File: config.mk
export PLATFORM = sky130hd
export DESIGN_NAME = seg7_scan_ctrl
export DESIGN_NICKNAME = d
export VERILOG_FILES = /design/src/rtl/seg7_scan_ctrl.sv
export SDC_FILE = /design/constraint.sdc
export NUM_CORES = 1
export LEC_CHECK = 0
export BUFFER_PORTS_ARGS = -buffer_cell sky130_fd_sc_hd__clkbuf_2
export CAP_MARGIN = 40
export CORE_MARGIN = 8
export CORE_UTILIZATION = 60
export DETAILED_ROUTE_END_ITERATION = 6
export PLACE_DENSITY = 0.81
export SLEW_MARGIN = 20
export SYNTH_ARGS = -nofsm -noshare
export SYNTH_HDL_FRONTEND = slang
export SYNTH_SLANG_ARGS = --single-unit
export TNS_END_PERCENT = 100
File: constraint.sdc
create_clock -name clk -period 4.4 [get_ports clk]
set_input_delay 0.44 -clock clk [delete_from_list [all_inputs] [get_ports clk]]
set_output_delay 0.44 -clock clk [all_outputs]
set_load 0.02 [all_outputs]
File: src/rtl/seg7_scan_ctrl.sv
// Multiplexed scan controller for a common-anode 7-segment display.
// Double-buffered digit codes, leading-zero blanking and a dead-time gap between digits.
module seg7_scan_ctrl #(
  parameter int unsigned NDIG = 8,
  parameter int unsigned DIV  = 50000
) (
  input  logic              clk,
  input  logic              rst_n,
  input  logic              enable,
  input  logic              load,
  input  logic [4*NDIG-1:0] value,
  input  logic [NDIG-1:0]   dp_in,
  input  logic              blank_lz,
  output logic [6:0]        seg_out,
  output logic              dp_out,
  output logic [NDIG-1:0]   an_out,
  output logic              frame_done
);

  localparam int unsigned CW = (DIV > 1) ? $clog2(DIV) : 1;
  localparam int unsigned IW = (NDIG > 2) ? $clog2(NDIG) : 1;
  localparam int unsigned VW = 4 * NDIG;
  localparam logic [CW-1:0] CNT_LAST = CW'(DIV - 1);
  localparam logic [IW-1:0] IDX_LAST = IW'(NDIG - 1);

  typedef enum logic [1:0] {OFF, SHOW, GAP} scanState;

  scanState       state, stateNext;
  logic [IW-1:0]  idx, idxNext;
  logic [CW-1:0]  cnt, cntNext;
  logic [VW-1:0]  pendVal, pendValNext, shVal, shValNext;
  logic [NDIG-1:0] pendDp, pendDpNext, shDp, shDpNext;
  logic           pendValid, pendValidNext;
  logic           commit;
  logic [6:0]     segNext;
  logic           dpNext, frameDoneNext;
  logic [NDIG-1:0] anNext, blankDig;
  logic [3:0]     code;
  logic           dpSel, blankSel, allZero;

  // Active-low {g,f,e,d,c,b,a}; non-decimal codes are dark.
  function automatic logic [6:0] segEncode(input logic [3:0] c);
    case (c)
      4'd0:    segEncode = 7'b1000000;
      4'd1:    segEncode = 7'b1111001;
      4'd2:    segEncode = 7'b0100100;
      4'd3:    segEncode = 7'b0110000;
      4'd4:    segEncode = 7'b0011001;
      4'd5:    segEncode = 7'b0010010;
      4'd6:    segEncode = 7'b0000010;
      4'd7:    segEncode = 7'b1111000;
      4'd8:    segEncode = 7'b0000000;
      4'd9:    segEncode = 7'b0010000;
      default: segEncode = 7'b1111111;
    endcase
  endfunction

  always_ff @(posedge clk or negedge rst_n) begin
    if (!rst_n) begin
      state      <= OFF;
      idx        <= '0;
      cnt        <= '0;
      pendVal    <= '0;
      pendDp     <= '0;
      pendValid  <= 1'b0;
      shVal      <= '1;
      shDp       <= '0;
      seg_out    <= 7'h7F;
      dp_out     <= 1'b1;
      an_out     <= '1;
      frame_done <= 1'b0;
    end else begin
      state      <= stateNext;
      idx        <= idxNext;
      cnt        <= cntNext;
      pendVal    <= pendValNext;
      pendDp     <= pendDpNext;
      pendValid  <= pendValidNext;
      shVal      <= shValNext;
      shDp       <= shDpNext;
      seg_out    <= segNext;
      dp_out     <= dpNext;
      an_out     <= anNext;
      frame_done <= frameDoneNext;
    end
  end

  // Outputs are computed from the next state so they switch on the same edge.
  always_comb begin
    stateNext     = state;
    idxNext       = idx;
    cntNext       = cnt;
    commit        = 1'b0;
    pendValNext   = pendVal;
    pendDpNext    = pendDp;
    pendValidNext = pendValid;
    shValNext     = shVal;
    shDpNext      = shDp;
    segNext       = 7'h7F;
    dpNext        = 1'b1;
    anNext        = '1;
    frameDoneNext = 1'b0;
    code          = 4'h0;
    dpSel         = 1'b0;
    blankSel      = 1'b0;
    allZero       = 1'b1;
    blankDig      = '0;

    case (state)
      OFF: begin
        idxNext = '0;
        cntNext = '0;
        if (enable) begin
          stateNext = SHOW;
          commit    = 1'b1;
        end
      end
      SHOW: begin
        if (cnt == CNT_LAST) begin
          stateNext = GAP;
          cntNext   = '0;
        end else begin
          cntNext = cnt + CW'(1);
        end
      end
      GAP: begin
        stateNext = SHOW;
        if (idx == IDX_LAST) begin
          idxNext = '0;
          commit  = 1'b1;
        end else begin
          idxNext = idx + IW'(1);
        end
      end
      default: stateNext = OFF;
    endcase

    if (!enable) begin
      stateNext = OFF;
      idxNext   = '0;
      cntNext   = '0;
      commit    = 1'b0;
    end

    frameDoneNext = (stateNext == GAP) && (idx == IDX_LAST);

    // A load landing on a commit edge bypasses pending straight into shadow.
    if (commit) begin
      if (load) begin
        shValNext = value;
        shDpNext  = dp_in;
      end else if (pendValid) begin
        shValNext = pendVal;
        shDpNext  = pendDp;
      end
      pendValidNext = 1'b0;
    end else if (load) begin
      pendValNext   = value;
      pendDpNext    = dp_in;
      pendValidNext = 1'b1;
    end

    for (int k = int'(NDIG) - 1; k >= 0; k--) begin
      allZero     = allZero && (shValNext[4*k +: 4] == 4'h0);
      blankDig[k] = blank_lz && allZero && (k != 0);
    end

    if (stateNext == SHOW) begin
      for (int k = 0; k < int'(NDIG); k++) begin
        if (idxNext == IW'(k)) begin
          code      = shValNext[4*k +: 4];
          dpSel     = shDpNext[k];
          blankSel  = blankDig[k];
          anNext[k] = 1'b0;
        end
      end
      segNext = blankSel ? 7'h7F : segEncode(code);
      dpNext  = ~dpSel;
    end
  end

endmodule

==> qor.yml, run 1 <==
ant_nets: 0
crit_type: "reg -> reg"
area_delta_synth_final_pct: 15.4
synth_top_area_share_pct: 27.4
cp.required_ns: 4.85
regArea_mm2: 0.00304
fillerInstances: 792
cts.htree.levels: 4
relSlewSlack_pct: 54.6
use_met2_pct: 41.1
crit_arrival_ns: 4.16
start_util_pct: 60.6
yosys_warnings: 0
post-route-drc-count: 0
switching_share_pct: 26.7
layout_common_cells: "dfrtp_1, clkbuf_2, dfstp_2"
diodes: 0
grt_pass1_vias: 5523
rsz0062_at_grt: "false"
drive_gt1_share_pct: 31.3
synth_seq_cells: 119
clk_latency_ns: 0.54
clock-sinks: 119
ios: 62
routed_wirelength_um: 17600
antenna_found_initial: 0
min_period_ns: 3.71
worst-slew-pin-transition_ns: 0.682
final_common_cell: "dfrtp_1"
cp_max_fo: 22
min_path_type: "in -> reg"
io_buffers: 61
synthTopCellsByArea: "dfrtp_1, dfstp_2, mux2_2"
synth_ff_type: "dfrtp_1"
power.share.clock_pct: 42.4
total_power_uw: 3460
multiInputGateArea_mm2: 0.00309
num_rows: 38
drt_iter0_drc: 675
max_freq_mhz: 269
die_area_mm2: 0.0144
avgSynthCellArea_um2: 10.3
power_frac_comb_pct: 17.6
vdd_ir_drop_max_mv: 0.357
via_count: 5415
fin_crit_sh_pct: 84.4
die_x_um: 120
clk_pin_slew_worst_paths_ns: 0.06
seq_power_share_pct: 39.9
slew_violations: 0
synth_nets: 682
cts_root_buf: "clkbuf_8"
nets: 731
dr.pass1.iters: 6
postCtsSetupRepairBufs: 0
synthCells: 629
place_congestion: 0.983
grt_max_degree: 66
start_kind: "flop"
yosys.area.top_type: "dfrtp_1"
wl_per_cell_um: 21.3
finClkSkew_ns: 0.0126
hold_viol_final: 0
status: "completed"
synth.distinct_cells: 74
finalSetupViolations: 0
grt_pass1_wl_um: 28600
cts_tree: "built"
clk_path_buf_depth: 2
grt_overflow: 0
async_flop_share_pct: 100
post-route-util_pct: 70.0
busiest_layer: "met2"
synth-edff-count: 0
cts_buffers: 17
grt_use_met1_pct: 31.4
core_area_mm2: 0.0107
powerDensity_mw_per_mm2: 463
die_h_um: 120
use_met3_pct: 6.11
crit_path_end_kind: "flop"
leakage_uw: 0.00304
dp_hpwl_um: 11800
p_switching_uw: 924
via_per_inst: 6.52
track_usage_pct: 25.0
p_int_uw: 2540
yosysSeqAreaShare_pct: 46.8
maxCapViolCount: 0
syn_area_mm2: 0.00649
finalSetupTns_ns: 0
==> repair_timing <==
item                                    4_1_cts  5_1_grt
hold buffers                                  0        1
hold endpoints to repair                      0        4
gates resized for setup                       0        0
endpoints found under the setup margin        0        0
==> cell usage after synthesis, drive strengths merged, types with 2 or more instances <==
library cell   n
a2111oi        2
a211o          3
a211oi         2
a21boi         4
a21o           3
a21oi         15
a221oi         3
a22oi          6
a31oi          6
a41oi         25
and2          11
and3           6
buf           36
clkbuf        17
dfrtp         71
dfstp         48
ha             8
inv           15
mux2          41
nand2         36
nand2b         9
nand3         32
nand3b         9
nand4         30
nor2          29
nor2b          6
nor3           4
nor3b         24
nor4           8
o2111ai        2
o211ai        11
o21a           4
o21ai         50
o221a          2
o221ai         3
o22a           3
o22ai         12
o31ai          6
xnor2          3
xor2           7
==> metrics by stage <==
| step | setup WS (ns) | hold slack, ns | std cells | cell area (um2) |
|---|---|---|---|---|
| 6_report | 0.687 | 0.152 | 830 | 7480 |
| 5_1_grt | 0.361 | 0.149 | 830 | 7480 |
| 4_1_cts | 0.756 | 0.0580 | 828 | 7450 |
| 3_5_place_dp | 0.804 | 0.485 | 797 | 6830 |
| 3_3_place_gp | 0.900 | 0.476 | 796 | 6820 |
| 2_1_floorplan | 1.26 | 0.144 | 629 | 6490 |
==> final timing paths <==
check	from	endpoint	slack, ns	depth (start not counted)
max in group asynchronous	rst_n	pendDp[6]	3.35	3
worst min-delay path	value[6]	pendVal[6]	0.15	2
min in group asynchronous	rst_n	pendVal[30]	0.36	3
worst min register to register	pendDp[4]	pendDp[4]	0.49	1
worst max register to register	idx[0]	seg_out[3]	0.69	13
worst max-delay path	idx[0]	seg_out[3]	0.69	13
==> worst max-delay path, stage by stage, from the launching register on <==
cell	delay (ns)
dfrtp_1	0.46
ha_1	0.25
ha_1	0.24
nand2b_2	0.41
buf_4	0.30
a41oi_1	0.23
o221a_2	0.28
a21boi_0	0.10
o31ai_1	0.50
inv_1	0.17
ha_1	0.32
a21oi_1	0.13
a21oi_1	0.06
o211ai_1	0.17
==> sequential cells by signal, summed over array words and instances (netlist names) <==
name        cells
pendVal        32
shVal          32
cnt            16
an_out          8
pendDp          8
shDp            8
seg_out         7
idx             3
state           2
dp_out          1
frame_done      1
pendValid       1
==> cell type report <==
type / count / share of cell area (%)
Tap cell: 140 / 2.34
Sequential cell: 119 / 40.6
Clock inverter: 10 / 2.37
Clock buffer: 21 / 5.87
Inverter: 15 / 0.752
Timing Repair Buffer: 83 / 6.79
Multi-Input combinational cell: 442 / 41.3
==> metal layers <==
layer | vias to the layer above | share of wire [%]
met1 | 2693 | 43
met2 | 210 | 50
met4 | 0 | 2.1
met5 | - | 0
met3 | 34 | 5.7
li1 | 2478 | -
==> cell families (layout without fill, tap and decap cells) <==
group,after synthesis,count (layout),share of synthesized area [%]
AOI/OAI and AO/OA,171,171,19.0
xor gates and xnor gates,10,10,1.35
adders and majority gates,8,8,1.54
buffers and inverters,68,129,5.69
DFF,119,119,46.8
muxes,42,42,7.27
and+or+nand+nor,211,211,18.3
==> power groups by stage <==
stage	Clock (uW)	Combinational, uW	Sequential [uW]
after floorplan	0	401	1400
after global placement	0	575	1380
after detailed placement	0	594	1390
after CTS	1480	602	1380
after global routing	1530	663	1400
final	1470	611	1380
(Power assumes the default switching activity.)
==> run 2, diff against run 1 <==
- ABC_AREA: default -> 1
- CORE_UTILIZATION: 60 -> 53
- PLACE_DENSITY: 0.81 -> 0.76
- clock period: 4.4 -> 3.1 ns (I/O delays scaled with it)
==> qor.yml, run 2 <==
powerDensity_mw_per_mm2: 641
crit_path_end_kind: "flop"
worstHoldPathCells: 2
die_h_um: 123
max_freq_mhz: 352
dp_hpwl_um: 10200
clk_latency_ns: 0.41
synth_ff_type: "dfrtp_1"
clk_pin_slew_worst_paths_ns: 0.06
placed_cell_area_mm2: 0.00645
finalSetupViolations: 0
yosys.area.top_type: "dfrtp_1"
crit_type: "reg -> reg"
syn_area_mm2: 0.00607
grt_pass1_wl_um: 23700
track_usage_pct: 19.8
die_x_um: 123
fillerInstances: 930
yosysSeqAreaShare_pct: 50.1
clock-sinks: 119
slew_violations: 0
postCtsSetupRepairBufs: 0
hold_viol_final: 0
top_layer: "met4"
r2r_start: "idx[0]"
post-route-drc-count: 0
cp.required_ns: 3.41
dp_cells: 875
dr.pass1.iters: 5
grt_max_degree: 63
finalNonFillerCells: 910
diodes: 0
nets: 807
yosys_warnings: 0
start_util_pct: 53.6
synth-edff-count: 0
final_common_cell: "nand2_1"
r2r_setup_slack_ns: 0.26
synthCells: 688
area_delta_synth_final_pct: 16.5
rr_worst_depth: 17
routed_wirelength_um: 14400
finClkSkew_ns: 0.00726
ant_nets: 0
cts.htree.levels: 4
top_regs: "pendVal: 32 flops, shVal: 32 flops, cnt: 16 flops"
start_kind: "flop"
status: "completed"
drt_iter0_drc: 373
finalSetupTns_ns: 0
hold_path_end: "pendVal[22]"
synth_seq_cells: 119
wl_met1_um: 6440
clk_path_buf_depth: 2
drive_gt1_share_pct: 29.6
vdd_ir_drop_max_mv: 0.584
maxCapViolCount: 0
cp_max_fo: 28
min_path_type: "in -> reg"
io_buffers: 61
crit_arrival_ns: 3.15
via_per_inst: 5.33
via_count: 4846
reg2reg_to: "seg_out[3]"
min_from: "value[22]"
fin_crit_sh_pct: 91.5
antenna_found_initial: 0
multiInputGateArea_mm2: 0.00243
total_power_uw: 4530
wl_per_cell_um: 15.8
leakage_uw: 0.00343
synth_nets: 741
regArea_mm2: 0.00304
num_rows: 39
wl_met2_um: 6780
cts_root_buf: "clkbuf_16"
grt_pass1_vias: 5026
relSlewSlack_pct: 54.2
rsz0062_at_grt: "false"
async_flop_share_pct: 100
synthTopCellsByArea: "dfrtp_1, dfstp_2, nand2_1"
layout_common_cells: "nand2_1, inv_1, dfrtp_1"
die_area_mm2: 0.0151
synthTopCellsByCount: "nand2_1, inv_1, dfrtp_1"
cts_buffers: 17
synth.distinct_cells: 43
dr_wl_met3_um: 897
grt_overflow: 0
avgSynthCellArea_um2: 8.82
final_cell_area_mm2: 0.00707
worst-slew-pin-transition_ns: 0.686
cts_tree: "built"
ios: 62
core_area_mm2: 0.0113
synth_top_area_share_pct: 29.3
place_congestion: 0.922
min_period_ns: 2.84
yosysMostFrequentCell: "nand2_1"
-- run 2: kinds of logic (layout without fill, tap and decap cells) --
family | Yosys count | in the layout | share of synthesized area (%)
AO/OA/AOI/OAI | 92 | 92 | 9.55
XOR/XNOR | 7 | 7 | 1.01
adder cells (fa/ha/maj) | 8 | 8 | 1.65
buffers and inverters | 141 | 219 | 10.1
flip-flops | 119 | 119 | 50.1
multiplexers | 31 | 31 | 5.75
AND/OR/NAND/NOR | 290 | 291 | 21.9
-- run 2: area by class of cell --
type / count / area share [%]
sequential: 119 / 43.0
multi-input combinational: 429 / 34.4
inverter: 118 / 6.37
clock buffer: 19 / 6.27
timing repair buffer: 69 / 5.65
tap: 143 / 2.53
clock inverter: 13 / 1.84
-- run 2: metrics by stage --
stage / hold WS (ns) / worst slack, ns / utilization (%)
finish: 0.149 / 0.263 / 62.4
global route: 0.138 / 0.00266 / 62.4
CTS: 0.00786 / 0.113 / 62.0
detailed placement: 0.449 / 0.120 / 57.0
global placement: 0.442 / 0.359 / 57.0
floorplan: 0.0144 / 0.654 / -
-- run 2: report_power, final --
part           switching [uW]  total (uW)  internal, uW  leakage, uW
sequential               88.4        1920          1830      0.00138
clock                     695        1890          1200     0.000279
combinational             456         723           267      0.00177
-- run 2: metal layers --
| layer | vias to the layer above | GRT usage (%) |
|---|---|---|
| met3 | 21 | 5.84 |
| met4 | 0 | 7.22 |
| li1 | 2361 | - |
| met2 | 116 | 32.0 |
| met5 | - | 0 |
| met1 | 2348 | 25.0 |
-- run 2: what timing repair did --
item	4_1_cts	5_1_grt
endpoints found under the hold margin	0	23
resized for setup	0	6
setup endpoints to repair	0	4
hold buffers	0	1
-- run 2: how the worst max path moves through the flow --
stage | start | endpoint | slack (ns) | depth (start not counted)
after floorplan | idx[0] | seg_out[0] | 0.65 | 18
after global placement | idx[0] | seg_out[3] | 0.36 | 17
after detailed placement | idx[0] | seg_out[3] | 0.12 | 18
after CTS | idx[0] | seg_out[3] | 0.11 | 18
after global routing | idx[0] | seg_out[3] | 0.003 | 17
final | idx[0] | seg_out[3] | 0.26 | 17
-- run 2: worst max-delay path, cell delays in order (launching register included) --
cell     delay, ns
dfrtp_1       0.39
ha_1          0.20
ha_1          0.22
inv_1         0.10
nand2_1       0.08
nand3_2       0.11
inv_2         0.18
o21ai_1       0.25
nor2_1        0.09
nor2_1        0.12
nand4_1       0.15
nor2_4        0.17
inv_1         0.08
ha_1          0.19
inv_1         0.06
nand4_1       0.12
nand3_1       0.11
nand4_1       0.11
